**src/rtl/tick_prescaler_if.sv**
```systemverilog
// tick_prescaler_if: control and status bundle between a tick_prescaler and its user.
interface tick_prescaler_if #(parameter int width = 8, parameter int burst_width = 4);
  logic Start;
  logic Stop;
  logic [1:0] Mode;
  logic [width-1:0] Divisor;
  logic [burst_width-1:0] BurstCount;
  logic ClockEnable;
  logic Busy;
  logic Done;
  logic [burst_width-1:0] TicksLeft;
  modport master(output Start, Stop, Mode, Divisor, BurstCount, input ClockEnable, Busy, Done, TicksLeft);
  modport slave(input Start, Stop, Mode, Divisor, BurstCount, output ClockEnable, Busy, Done, TicksLeft);
endinterface

```
**src/rtl/tick_prescaler.sv**
```systemverilog
// tick_prescaler: divides GlobalClock into single-cycle ClockEnable ticks in free-run, one-shot or burst mode.
module tick_prescaler #(parameter int width = 8, parameter int burst_width = 4) (
  input logic GlobalClock,
  input logic clear,
  tick_prescaler_if.slave bus
);
  typedef enum logic {IDLE, RUN} state_t;
  state_t state;
  logic [1:0] mode_q;
  logic [width-1:0] div_q, cnt, d_in;
  logic [burst_width-1:0] ticks;
  logic done, burst, free, tick;
  always_comb begin
    d_in = bus.Divisor == '0 ? width'(1) : bus.Divisor;
    burst = mode_q == 2'b10;
    free = mode_q == 2'b00;
    // an empty burst runs for one cycle without ever ticking, whatever the divisor
    tick = state == RUN && cnt == '0 && !(burst && ticks == '0);
  end
  always_ff @(posedge GlobalClock) begin
    if (clear) begin
      state <= IDLE;
      mode_q <= '0;
      div_q <= '0;
      cnt <= '0;
      ticks <= '0;
      done <= 1'b0;
    end else begin
      done <= 1'b0;
      if (state == IDLE) begin
        if (bus.Start && !bus.Stop) begin
          state <= RUN;
          mode_q <= bus.Mode;
          div_q <= d_in;
          cnt <= d_in - 1'b1;
          ticks <= bus.Mode == 2'b10 ? bus.BurstCount : '0;
        end
      end else if (bus.Stop) begin
        state <= IDLE;
        cnt <= '0;
        ticks <= '0;
      end else if (burst && ticks == '0) begin
        state <= IDLE;
        done <= 1'b1;
      end else if (tick) begin
        cnt <= div_q - 1'b1;
        if (burst) begin
          ticks <= ticks - 1'b1;
          if (ticks == burst_width'(1)) begin
            state <= IDLE;
            done <= 1'b1;
          end
        end else if (!free) begin
          state <= IDLE;
          done <= 1'b1;
        end
      end else begin
        cnt <= cnt - 1'b1;
      end
    end
  end
  assign bus.ClockEnable = tick;
  assign bus.Busy = state == RUN;
  assign bus.Done = done;
  assign bus.TicksLeft = ticks;
endmodule

```
**src/flat_wrapper.sv**
```systemverilog
// flat-port wrapper written by rule: the top's interface ports become plain ports
module tick_prescaler_flat 
#(parameter int width = 8, parameter int burst_width = 4)
  (GlobalClock, clear, bus_Start, bus_Stop, bus_Mode, bus_Divisor, bus_BurstCount, bus_ClockEnable, bus_Busy, bus_Done, bus_TicksLeft);
  tick_prescaler_if #(.width(width), .burst_width(burst_width)) bus_i ();
  input logic GlobalClock;
  input logic clear;
  input wire logic [$bits(bus_i.Start)-1:0] bus_Start;
  input wire logic [$bits(bus_i.Stop)-1:0] bus_Stop;
  input wire logic [$bits(bus_i.Mode)-1:0] bus_Mode;
  input wire logic [$bits(bus_i.Divisor)-1:0] bus_Divisor;
  input wire logic [$bits(bus_i.BurstCount)-1:0] bus_BurstCount;
  output wire logic [$bits(bus_i.ClockEnable)-1:0] bus_ClockEnable;
  output wire logic [$bits(bus_i.Busy)-1:0] bus_Busy;
  output wire logic [$bits(bus_i.Done)-1:0] bus_Done;
  output wire logic [$bits(bus_i.TicksLeft)-1:0] bus_TicksLeft;
  assign bus_i.Start = bus_Start;
  assign bus_i.Stop = bus_Stop;
  assign bus_i.Mode = bus_Mode;
  assign bus_i.Divisor = bus_Divisor;
  assign bus_i.BurstCount = bus_BurstCount;
  assign bus_ClockEnable = bus_i.ClockEnable;
  assign bus_Busy = bus_i.Busy;
  assign bus_Done = bus_i.Done;
  assign bus_TicksLeft = bus_i.TicksLeft;
  tick_prescaler #(.width(width), .burst_width(burst_width)) u_core (.GlobalClock(GlobalClock), .clear(clear), .bus(bus_i));
endmodule
```
**config.mk**
```make
export PLATFORM = sky130hd
export DESIGN_NAME = tick_prescaler_flat
export DESIGN_NICKNAME = d
export VERILOG_FILES = /design/src/rtl/tick_prescaler_if.sv /design/src/rtl/tick_prescaler.sv /design/src/flat_wrapper.sv
export SDC_FILE = /design/constraint.sdc
export NUM_CORES = 1
export LEC_CHECK = 0
export ABC_AREA = 0
export CAP_MARGIN = 20
export CORE_MARGIN = 3
export CORE_UTILIZATION = 58
export DETAILED_ROUTE_END_ITERATION = 7
export GPL_ROUTABILITY_DRIVEN = 1
export GPL_TIMING_DRIVEN = 1
export PLACE_DENSITY_LB_ADDON = 0.3
export SLEW_MARGIN = 30
export SYNTH_ARGS = -nofsm -noshare
export SYNTH_HDL_FRONTEND = slang
export SYNTH_SLANG_ARGS = --single-unit
```
**constraint.sdc**
```tcl
create_clock -name GlobalClock -period 6.2 [get_ports GlobalClock]
set_clock_uncertainty 0.05 [all_clocks]
set_input_delay 1.24 -clock GlobalClock [delete_from_list [all_inputs] [get_ports GlobalClock]]
set_output_delay 1.24 -clock GlobalClock [all_outputs]
set_load 0.03 [all_outputs]
```
* Word-level counts from Yosys, hierarchy flattened *
Index checks and enable logic that the tools add are counted.

operators by class
  reductions and logical operators = 15
  bitwise gates (word level) = 1
  equality and inequality tests = 6
  add/sub/neg operators = 4
  muxes and demuxes = 26

operators by type and width
  kind                   number
  $mux W8                6
  $mux W4                7
  $sub A8 B1 Y8 const B  3
  $logic_not A8 Y1       2
  $mux W1                13
  $ne A3 B3 Y1 const B   3
  $eq A2 B2 Y1 const B   2
  $eq A4 B1 Y1 const B   1
  $logic_and A1 B1 Y1    4
  $logic_not A4 Y1       1
  $reduce_and A2 Y1      2
  $reduce_and A4 Y1      1
  $sub A4 B1 Y4 const B  1
  $reduce_or A3 Y1       1
  $logic_not A1 Y1       2
  $logic_not A2 Y1       1
  $reduce_bool A2 Y1     1
  $not A1 Y1             1

word-level totals
  bits of input ports = 18
  logic and storage cells = 58
  output and inout bits = 7
  register bits after elaboration = 24

* Longest topological paths before layout *
Gate-level depths: netlist of run 1.

  depth after elaboration = 8
  mapped depth = 15
  mapped depth without buffers = 12

* Worst setup path after synthesis of run 1 *
OpenSTA, ideal clock, no wires.

  path type = register -> register
  start point = register u_core.ticks[1], in the netlist u_core.bus.TicksLeft[1]
  end point = register u_core.cnt[6]
  slack = 2643 ps
  arrival = 3387 ps
  path buffers = 3
  period minus slack after synthesis = 3557 ps
  library setup time = 120 ps
  required time = 6030 ps
  stages on the path, launching flop included = 16
  cell sequence = dfxtp_1 inv_1 ha_1 or3b_1 clkbuf_1 o21a_1 and2_1 buf_6 a21oi_1 ha_1 or3b_1 buf_2 or4_4 a311o_1 o211ai_1 a21oi_1

on the way
  longest elaborated chain between the ends = 8
  elaborated cells between the ends (all ways) = 10
  classes of those cells = 1 x eq/ne; 4 x mux; 5 x reduce/logical

RTL lines
  element                 RTL line              text
  from (decl)             tick_prescaler.sv:11  logic [burst_width-1:0] ticks;
  from (signal assigned)  tick_prescaler.sv:36  ticks <= bus.Mode == 2'b10 ? bus.BurstCount : '0;
  from (signal assigned)  tick_prescaler.sv:48  ticks <= ticks - 1'b1;
  $logic_not A4 Y1        tick_prescaler.sv:18  tick = state == RUN && cnt == '0 && !(burst && ticks == '0);
  $logic_and A1 B1 Y1     tick_prescaler.sv:18
  $logic_not A1 Y1        tick_prescaler.sv:18
  $logic_and A1 B1 Y1     tick_prescaler.sv:18
  net bus_ClockEnable     flat_wrapper.sv:13    output wire logic [$bits(bus_i.ClockEnable)-1:0] bus_ClockEnable;
  $mux W8                 tick_prescaler.sv:45  end else if (tick) begin
  $mux W8                 tick_prescaler.sv:42  end else if (burst && ticks == '0) begin
  $mux W8                 tick_prescaler.sv:38  end else if (bus.Stop) begin
  $mux W8                 tick_prescaler.sv:30  if (state == IDLE) begin
  to (signal assigned)    tick_prescaler.sv:35  cnt <= d_in - 1'b1;
  to (signal assigned)    tick_prescaler.sv:46  cnt <= div_q - 1'b1;
  to (signal assigned)    tick_prescaler.sv:58  cnt <= cnt - 1'b1;
  to (decl)               tick_prescaler.sv:10  logic [width-1:0] div_q, cnt, d_in;

The timed path passes the listed nets, and every way through them passes these cells. The select of a mux whose other input is x is not followed.
A chain may end at the register's enable or synchronous reset.

* Worst setup path in the final report of run 1 *
  start point = register u_core.state, in the netlist u_core.bus.Busy
  end point = output port bus_ClockEnable

on the way
  longest elaborated chain between the ends = 2

RTL lines
  element                            RTL line              text
  from (decl)                        tick_prescaler.sv:8   state_t state;
  from (signal assigned)             tick_prescaler.sv:22  state <= IDLE;
  from (signal assigned)             tick_prescaler.sv:32  state <= RUN;
  from (signal assigned)             tick_prescaler.sv:39  state <= IDLE;
  $logic_and A1 B1 Y1 (2 in series)  tick_prescaler.sv:18
  to (decl)                          flat_wrapper.sv:13

Every way passes these cells.

==> impl_metrics.json, run 1 <==
{
  "r2r_end": "u_core.cnt[6]",
  "r2r-start": "u_core.bus.TicksLeft[1]",
  "power.density_mw_per_mm2": 197,
  "path_cells": "nor4b_2, o21a_1, and2_1, clkdlybuf4s50_1",
  "dieArea_mm2": 0.00352,
  "die_w_um": 59.3,
  "start_kind": "register",
  "setup_violations": 0,
  "hold_violations": 0,
  "synth_edf_count": 0,
  "netlist_instances": 212,
  "dp.final_hpwl_um": 3410,
  "slew_headroom_pct": 43.4,
  "top_layer": "met4",
  "synth_ff_type": "dfxtp_1",
  "clk_pin_slew_ps": 130,
  "drt_first_pass_iters": 5,
  "arrival_ps": 2900,
  "die_y_um": 59.3,
  "max-cap-violations": 0,
  "max_freq_mhz": 239,
  "rrSetupSlack_ps": 2240,
  "hp-start": "u_core.div_q[7]",
  "holdPathEnd": "u_core.div_q[7]",
  "synthArstFlopShare_pct": 0,
  "drc": 0,
  "syn-cell-area_mm2": 0.00165,
  "nNetsFinal": 250,
  "track_usage_pct": 28.8,
  "hp-class": "register to register",
  "io_buffers": 24,
  "synth_nets": 234,
  "met1_length_um": 1960,
  "finish.utilization_pct": 73.1,
  "final_cell_mix": "clkdlybuf4s50_1, dfxtp_1, nand2_1",
  "grt_start_max_net_pins": 23,
  "place_congestion": 0.926,
  "critPathMaxFanout": 17,
  "area_growth_pct": 14.8,
  "routedWlPerCell_um": 18.7,
  "fillers": 207,
  "wl_met3_um": 568,
  "placed_cells": 253,
  "whs_path_depth": 2,
  "yosys.area.top_type": "dfxtp_1",
  "fin_cells": 256,
  "finalCritPeriodShare_pct": 67.6,
  "dpl_worst_slack_ps": 2390,
  "fin_area_mm2": 0.00189,
  "cp_top_family": "simple AND/OR/NAND/NOR gates",
  "worst_pin_slew_ps": 846,
  "placed_area_mm2": 0.00187,
  "netlist_top_cells_area": "dfxtp_1, a21oi_1, nand2_1, nor2_1, a31oi_1",
  "antenna_found_initial": 0,
  "drt_wl_total_um": 4800,
  "ys_seq_area_share_pct": 29.1,
  "cts-buffers-inserted": 3,
  "grt_pass1_vias": 1670,
  "cts_sinks": 24,
  "hold_buffers": 0,
  "slowest_delay_ps": 710,
  "worstSetupEndpointType": "output pin",
  "synth_top_area_share_pct": 29.1,
  "multi_input_area_mm2": 0.00108,
  "rsz0062_at_grt": "false",
  "clk_latency_ps": 310,
  "final-seq-area_um2": 480,
  "vias_per_cell": 7.09,
  "drive_gt1_share_pct": 7.08,
  "peakVddDrop_uv": 144,
  "required_ps": 4910,
  "clockRootBuffer": "clkbuf_4",
  "ys_types": 54,
  "ys_warn_count": 0,
  "syn_area_per_cell_um2": 7.78,
  "wl_met2_um": 2190,
  "core-area_mm2": 0.00259,
  "ioPinCount": 25,
  "num_rows": 18,
  "cts_resized": 0,
  "cts_buffer_depth": 2,
  "finalWorstSetupSlack_ps": 2010,
  "grt.overflow.total": 0,
  "drt_iter0_drc": 147,
  "dr_total_vias": 1816,
  "path_buf_inv": 1,
  "grt_pass1_wl_um": 7800,
  "min_period_ps": 4190,
  "ys_seq_elements": 24,
  "htree_levels": 1,
  "cts_setup_buffers": 0,
  "p_leak_nw": 0.628,
  "fin_tns_setup_ps": 0,
  "cts_tree": "yes",
  "slowest_stage": "clkdlybuf4s50_1",
  "drv_slew": 0,
  "crit_type": "register to output pin",
  "ant_nets": 0,
  "diodes": 0,
  "outcome": "finished, final reports clean",
  "initial_core_util_pct": 63.7,
  "worstRegToRegCells": 12
}
sequential cells by signal, indices dropped and copies added, names as in the netlist:
signal and count:
u_core.bus.Done 1, u_core.div_q 8, u_core.bus.TicksLeft 4, u_core.bus.Busy 1, u_core.cnt 8, u_core.mode_q 2
layout make-up:
cell class	instances	area share, %
tap	30	1.98
clock buffer	3	1.19
multi-input combinational	167	57.0
inverter	7	1.39
sequential	24	25.4
timing repair buffer	25	13.1
kinds of logic (layout without fill, tap and decap cells):
logic type	Yosys count	in the layout	synth area share (%)
compound gates	80	80	34.3
xor+xnor	5	5	2.65
fa+ha+maj	4	4	3.03
buf+inv	21	35	5.46
flops	24	24	29.1
simple gates	78	78	25.5
through the flow:
stage | hold slack, ps | power, W
floorplan | 386 | 0.000264
global placement | 399 | 0.000297
detailed placement | 412 | 0.000301
CTS | 431 | 0.000369
global route | 489 | 0.000393
finish | 428 | 0.000373
Yosys cell counts (2+ instances only):
| master | number |
|---|---|
| o41ai_1 | 2 |
| a32oi_1 | 2 |
| o31a_1 | 2 |
| o211ai_1 | 7 |
| o21ai_0 | 8 |
| nand2_1 | 21 |
| or3b_1 | 2 |
| nor4_1 | 5 |
| o221ai_1 | 2 |
| o311ai_0 | 2 |
| buf_2 | 3 |
| a211oi_1 | 3 |
| or4_1 | 2 |
| nand2b_1 | 3 |
| nor2b_1 | 2 |
| xnor2_1 | 2 |
| o21a_1 | 3 |
| nand3_1 | 2 |
| a21oi_1 | 20 |
| and2_1 | 4 |
| clkbuf_1 | 9 |
| nor3b_1 | 2 |
| nor3_1 | 6 |
| nor2_1 | 17 |
| dfxtp_1 | 24 |
| a31oi_1 | 10 |
| or2_2 | 4 |
| a32o_1 | 2 |
| o2bb2ai_1 | 2 |
| o31ai_1 | 2 |
| ha_1 | 4 |
| inv_1 | 7 |
| or4_4 | 2 |
| xor2_1 | 3 |
| a311o_1 | 2 |
worst max-delay path by stage:
stage | startpoint | slack [ps] | depth (start not counted) | to
after floorplan | u_core.bus.TicksLeft[1] | 2640 | 15 | u_core.cnt[6]
after global placement | u_core.bus.TicksLeft[1] | 2480 | 12 | u_core.cnt[6]
after detailed placement | u_core.bus.TicksLeft[1] | 2390 | 12 | u_core.cnt[6]
after CTS | u_core.bus.Busy | 2090 | 4 | bus_ClockEnable
after global routing | u_core.bus.Busy | 1820 | 4 | bus_ClockEnable
final | u_core.bus.Busy | 2010 | 4 | bus_ClockEnable
tightest hold or removal path, delay by kind of cell, from the launching register on:
kind / cells / cell delay (ps)
compound gates: 1 / 50
flops: 1 / 340
simple gates: 1 / 50
metal layers:
layer | up-vias | global-route usage [%]
met5 | - | 0
li1 | 840 | -
met4 | 0 | 9.71
met3 | 10 | 6.97
met2 | 134 | 44.8
met1 | 832 | 38.7
where the power goes:
part / leakage [nW] / total (W) / internal, W / switching [W]
Clock: 0.0138 / 0.0000690 / 0.0000227 / 0.0000463
Combinational: 0.417 / 0.000124 / 0.0000523 / 0.0000719
Sequential: 0.197 / 0.000180 / 0.000164 / 0.0000154
Power figures use the tool's default switching activity.
==> inputs of run 2 (changes only) <==
--- a/config.mk
+++ b/config.mk
@@ -8,7 +8,7 @@
 export ABC_AREA = 0
 export CAP_MARGIN = 20
 export CORE_MARGIN = 3
-export CORE_UTILIZATION = 58
+export CORE_UTILIZATION = 54
 export DETAILED_ROUTE_END_ITERATION = 7
 export GPL_ROUTABILITY_DRIVEN = 1
 export GPL_TIMING_DRIVEN = 1
==> constraint.sdc (replaced) <==
create_clock -name GlobalClock -period 4 [get_ports GlobalClock]
set_clock_uncertainty 0.05 [all_clocks]
set_input_delay 0.8 -clock GlobalClock [delete_from_list [all_inputs] [get_ports GlobalClock]]
set_output_delay 0.8 -clock GlobalClock [all_outputs]
set_load 0.03 [all_outputs]
==> run 2 against run 1 <==
Net effect:
- combinational power increased by 54%
- clock-buffer cell count did not move
- critical endpoint is now u_core.cnt[6]
- hold slack better by 26 ps
- die area rose by 6.6%
- critical path type is now register to register
- non-clock buffer count up 1
- sequential power rose by 53%
- critical path depth increased by 8
==> impl_metrics.json, run 2 (same netlist as run 1, synthesis figures left out) <==
{
  "drt_first_pass_iters": 4,
  "required_ps": 4160,
  "hold_violations": 0,
  "num_rows": 19,
  "fin_tns_setup_ps": 0,
  "dp.final_hpwl_um": 3470,
  "grt.overflow.total": 0,
  "drive_gt1_share_pct": 7.89,
  "cts_sinks": 24,
  "vias_per_cell": 6.83,
  "die_w_um": 61.3,
  "drt_iter0_drc": 157,
  "grt_start_max_net_pins": 23,
  "cts_buffer_depth": 2,
  "diodes": 0,
  "hp-class": "register to register",
  "core-area_mm2": 0.00283,
  "antenna_found_initial": 0,
  "clock_power_share_pct": 27.3,
  "start_kind": "register",
  "io_buffers": 24,
  "p_comb_share_pct": 29.8,
  "clk_pin_slew_ps": 140,
  "dieArea_mm2": 0.00376,
  "worst_pin_slew_ps": 839,
  "die_y_um": 61.3,
  "clk_latency_ps": 310,
  "critPathMaxFanout": 11,
  "grt_pass1_wl_um": 7470,
  "nNetsFinal": 251,
  "ioPinCount": 25,
  "hold_buffers": 0,
  "htree_levels": 1,
  "clockRootBuffer": "clkbuf_4",
  "crit_type": "register to register",
  "pwr-share-seq_pct": 42.9,
  "p_sw_share_pct": 32.0,
  "fillers": 239,
  "peakVddDrop_uv": 215,
  "drv_slew": 0,
  "cts-buffers-inserted": 3,
  "routedWlPerCell_um": 17.8,
  "track_usage_pct": 25.8,
  "finalCritPeriodShare_pct": 94.8,
  "drc": 0,
  "fin_area_mm2": 0.00193,
  "initial_core_util_pct": 58.3,
  "worstSetupEndpointType": "register",
  "p_sw_w": 0.000205,
  "slew_headroom_pct": 43.9,
  "cts_setup_buffers": 0,
  "final_cell_mix": "clkdlybuf4s50_1, dfxtp_1, nand2_1",
  "max-cap-violations": 0,
  "grt_pass1_vias": 1567,
  "outcome": "finished, final reports clean",
  "min_period_ps": 3790,
  "place_congestion": 0.973,
  "cts_resized": 0,
  "power.density_mw_per_mm2": 333,
  "ant_nets": 0,
  "p_leak_nw": 0.647,
  "area_growth_pct": 17.1,
  "dr_total_vias": 1769,
  "placed_area_mm2": 0.00188,
  "max_freq_mhz": 264,
  "cts_tree": "yes",
  "setup_violations": 0,
  "arrival_ps": 3950,
  "intPower_w": 0.000437,
  "rsz0062_at_grt": "false",
  "drt_wl_total_um": 4610
}
## run 2: cell types whose count changed in the layout (fill, tap and decap cells not counted)
cell / previous run / this run
bufinv_16: 0 / 1
buf_4: 1 / 2
## run 2: stage by stage
step | setup WS (ps) | util, % | hold slack [ps] | cells | total power (W)
finish | 208 | 68.3 | 454 | 259 | 0.000643
global route | 18.1 | 68.3 | 485 | 259 | 0.000680
CTS | 248 | 68.3 | 449 | 259 | 0.000641
detailed placement | 295 | 66.5 | 430 | 255 | 0.000466
floorplan | 443 | - | 386 | 212 | 0.000408
global placement | 457 | 66.5 | 416 | 255 | 0.000462
## run 2: final timing paths
path                                               from              end  slack [ps]  depth (start not counted)
worst min-delay path                    u_core.div_q[6]  u_core.div_q[6]         450                          2
worst max-delay path            u_core.bus.TicksLeft[1]    u_core.cnt[6]         210                         12
worst max register to register  u_core.bus.TicksLeft[1]    u_core.cnt[6]         210                         12
worst min register to register          u_core.div_q[6]  u_core.div_q[6]         450                          2
## run 2: worst max-delay path: stages (launching register included)
cell and delay (ps):
dfxtp_1 350, inv_1 120, ha_1 230, or3b_1 490
o21a_1 370, and2_1 280, a21oi_1 160, ha_1 220
or3b_1 450, or4_4 450, a311o_1 330, o211ai_1 80
a21oi_1 90
## run 2: routing by layer
metal | share of wire (%) | up-vias | global-route usage, %
li1 | - | 845 | -
met5 | 0 | - | 0
met1 | 44 | 823 | 36.4
met4 | 0.48 | 0 | 4.95
met2 | 46 | 97 | 42.0
met3 | 9.3 | 4 | 3.77
## run 2: area by class of cell
cell class | count | area [um^2] | share of cell area (%)
Clock buffer | 3 | 22.5 | 1.17
Clock inverter | 1 | 30.0 | 1.55
Inverter | 7 | 26.3 | 1.36
Multi-Input combinational cell | 167 | 1080 | 55.9
Sequential cell | 24 | 480 | 24.9
Tap cell | 31 | 38.8 | 2.01
Timing Repair Buffer | 26 | 255 | 13.2
## run 2: power groups by stage
stage	clock network [W]	registers [W]	logic, W
2_1_floorplan	0	0.000280	0.000128
3_3_place_gp	0	0.000279	0.000182
3_5_place_dp	0	0.000280	0.000187
4_1_cts	0.000178	0.000275	0.000188
5_1_grt	0.000194	0.000278	0.000208
6_report	0.000176	0.000276	0.000191
==> inputs of run 3 (changes only) <==
--- a/config.mk
+++ b/config.mk
@@ -7,7 +7,6 @@
 export LEC_CHECK = 0
 export ABC_AREA = 0
 export CAP_MARGIN = 20
-export CORE_MARGIN = 3
 export CORE_UTILIZATION = 54
 export DETAILED_ROUTE_END_ITERATION = 7
 export GPL_ROUTABILITY_DRIVEN = 1
==> run 3 against run 2 <==
Net effect:
- the run now ends with design-rule violations left
- clock-buffer cell count is the same
- utilization is 0.27 points higher
- sequential power is essentially flat
==> impl_metrics.json, run 3 (same netlist as run 1, synthesis figures left out) <==
{
  "cts_tree": "yes",
  "cts-buffers-inserted": 3,
  "drt_first_pass_iters": 7,
  "worst_pin_slew_ps": 661,
  "dieArea_mm2": 0.00328,
  "ioPinCount": 25,
  "p_leak_nw": 0.652,
  "cts_sinks": 24,
  "core-area_mm2": 0.00283,
  "hold_violations": 0,
  "critPathMaxFanout": 11,
  "slew_headroom_pct": 55.9,
  "area_growth_pct": 17.6,
  "fillers": 236,
  "p_sw_share_pct": 32.4,
  "clk_pin_slew_ps": 140,
  "max_freq_mhz": 263,
  "arrival_ps": 3980,
  "grt.overflow.total": 0,
  "min_period_ps": 3800,
  "num_rows": 19,
  "p_sw_w": 0.000210,
  "slowest_delay_ps": 470,
  "max-cap-violations": 0,
  "worstSetupEndpointType": "register",
  "drt_wl_total_um": 4780,
  "clk_latency_ps": 330,
  "drc": 5,
  "power.density_mw_per_mm2": 334,
  "fin_tns_setup_ps": 0,
  "rsz0062_at_grt": "false",
  "path_cells": "inv_1, ha_1, or3b_1, o21a_1, and2_1, a21oi_1, ha_1, or3b_1, or4_4, a311o_1, o211ai_1, a21oi_1",
  "vias_per_cell": 6.90,
  "cts_setup_buffers": 0,
  "p_comb_share_pct": 29.8,
  "antenna_found_initial": 0,
  "grt_pass1_wl_um": 7750,
  "cts_resized": 0,
  "place_congestion": 1.04,
  "placed_cells": 256,
  "hp-class": "register to register",
  "final_cell_mix": "clkdlybuf4s50_1, dfxtp_1, nand2_1",
  "intPower_w": 0.000439,
  "clock_power_share_pct": 27.7,
  "pwr-share-seq_pct": 42.5,
  "grt_pass1_vias": 1580,
  "path_buf_inv": 1,
  "diodes": 0,
  "track_usage_pct": 30.6,
  "clockRootBuffer": "clkbuf_4",
  "drv_slew": 0,
  "dp.final_hpwl_um": 3500,
  "slowest_stage": "or3b_1",
  "cts_buffer_depth": 2,
  "crit_type": "register to register",
  "ant_nets": 0,
  "violations": "design-rule violations",
  "dr_total_vias": 1793,
  "die_y_um": 57.3,
  "io_buffers": 24,
  "required_ps": 4180,
  "peakVddDrop_uv": 245,
  "nNetsFinal": 252,
  "hold_buffers": 0,
  "cp_top_family": "simple AND/OR/NAND/NOR gates",
  "routedWlPerCell_um": 18.4,
  "drt_iter0_drc": 145,
  "outcome": "finished with violations",
  "finalCritPeriodShare_pct": 95.1,
  "fin_cells": 260,
  "grt_start_max_net_pins": 23,
  "start_kind": "register",
  "htree_levels": 1,
  "drive_gt1_share_pct": 8.30,
  "setup_violations": 0,
  "die_w_um": 57.3,
  "initial_core_util_pct": 58.3
}
## run 3: cell count changes in the layout (fill, tap and decap cells not counted), sizes merged
cell	before	now
buf	2	3
## run 3: power by group through the flow
stage	clock (W)	combinational (W)	sequential, W
floorplan	0	0.000128	0.000280
global placement	0	0.000181	0.000280
detailed placement	0	0.000187	0.000280
CTS	0.000183	0.000189	0.000275
global route	0.000197	0.000211	0.000278
finish	0.000180	0.000193	0.000276
## run 3: final cells by class
| class | count | area, um^2 | share of cell area (%) |
|---|---|---|---|
| Timing Repair Buffer | 27 | 263 | 13.5 |
| Clock buffer | 3 | 22.5 | 1.16 |
| Sequential cell | 24 | 480 | 24.8 |
| Tap cell | 31 | 38.8 | 2.00 |
| Multi-Input combinational cell | 167 | 1080 | 55.6 |
| Clock inverter | 1 | 30.0 | 1.55 |
| Inverter | 7 | 26.3 | 1.35 |
## run 3: path summary, 6_finish.rpt
path / startpoint / endpoint / slack (ps) / cells past startpoint
hold reg to reg: u_core.div_q[7] / u_core.div_q[7] / 440 / 2
setup / recovery: u_core.bus.TicksLeft[1] / u_core.cnt[6] / 200 / 12
setup reg to reg: u_core.bus.TicksLeft[1] / u_core.cnt[6] / 200 / 12
hold / removal: u_core.div_q[7] / u_core.div_q[7] / 440 / 2
## run 3: tightest hold or removal path: cells and delay by family (launching register included)
kind	cells	cell delay (ps)
AOI/OAI and AO/OA	1	50
DFF	1	350
and+or+nand+nor	1	60
## run 3: stage by stage
stage / total power, W / hold WS (ps) / utilization, % / cell area (um^2) / setup slack (ps)
2_1_floorplan: 0.000408 / 386 / - / 1650 / 443
4_1_cts: 0.000647 / 437 / 68.6 / 1940 / 237
6_report: 0.000649 / 438 / 68.6 / 1940 / 197
3_3_place_gp: 0.000461 / 418 / 66.7 / 1890 / 453
3_5_place_dp: 0.000467 / 419 / 66.7 / 1890 / 282
5_1_grt: 0.000685 / 464 / 68.6 / 1940 / 9.39
## run 3: routing by layer
metal	vias to the layer above	GRT usage, %	part of all wire (%)
met5	-	0	0
met2	92	46.4	47
li1	845	-	-
met1	849	44.8	43
met4	0	11.1	1.4
met3	7	3.40	8.6
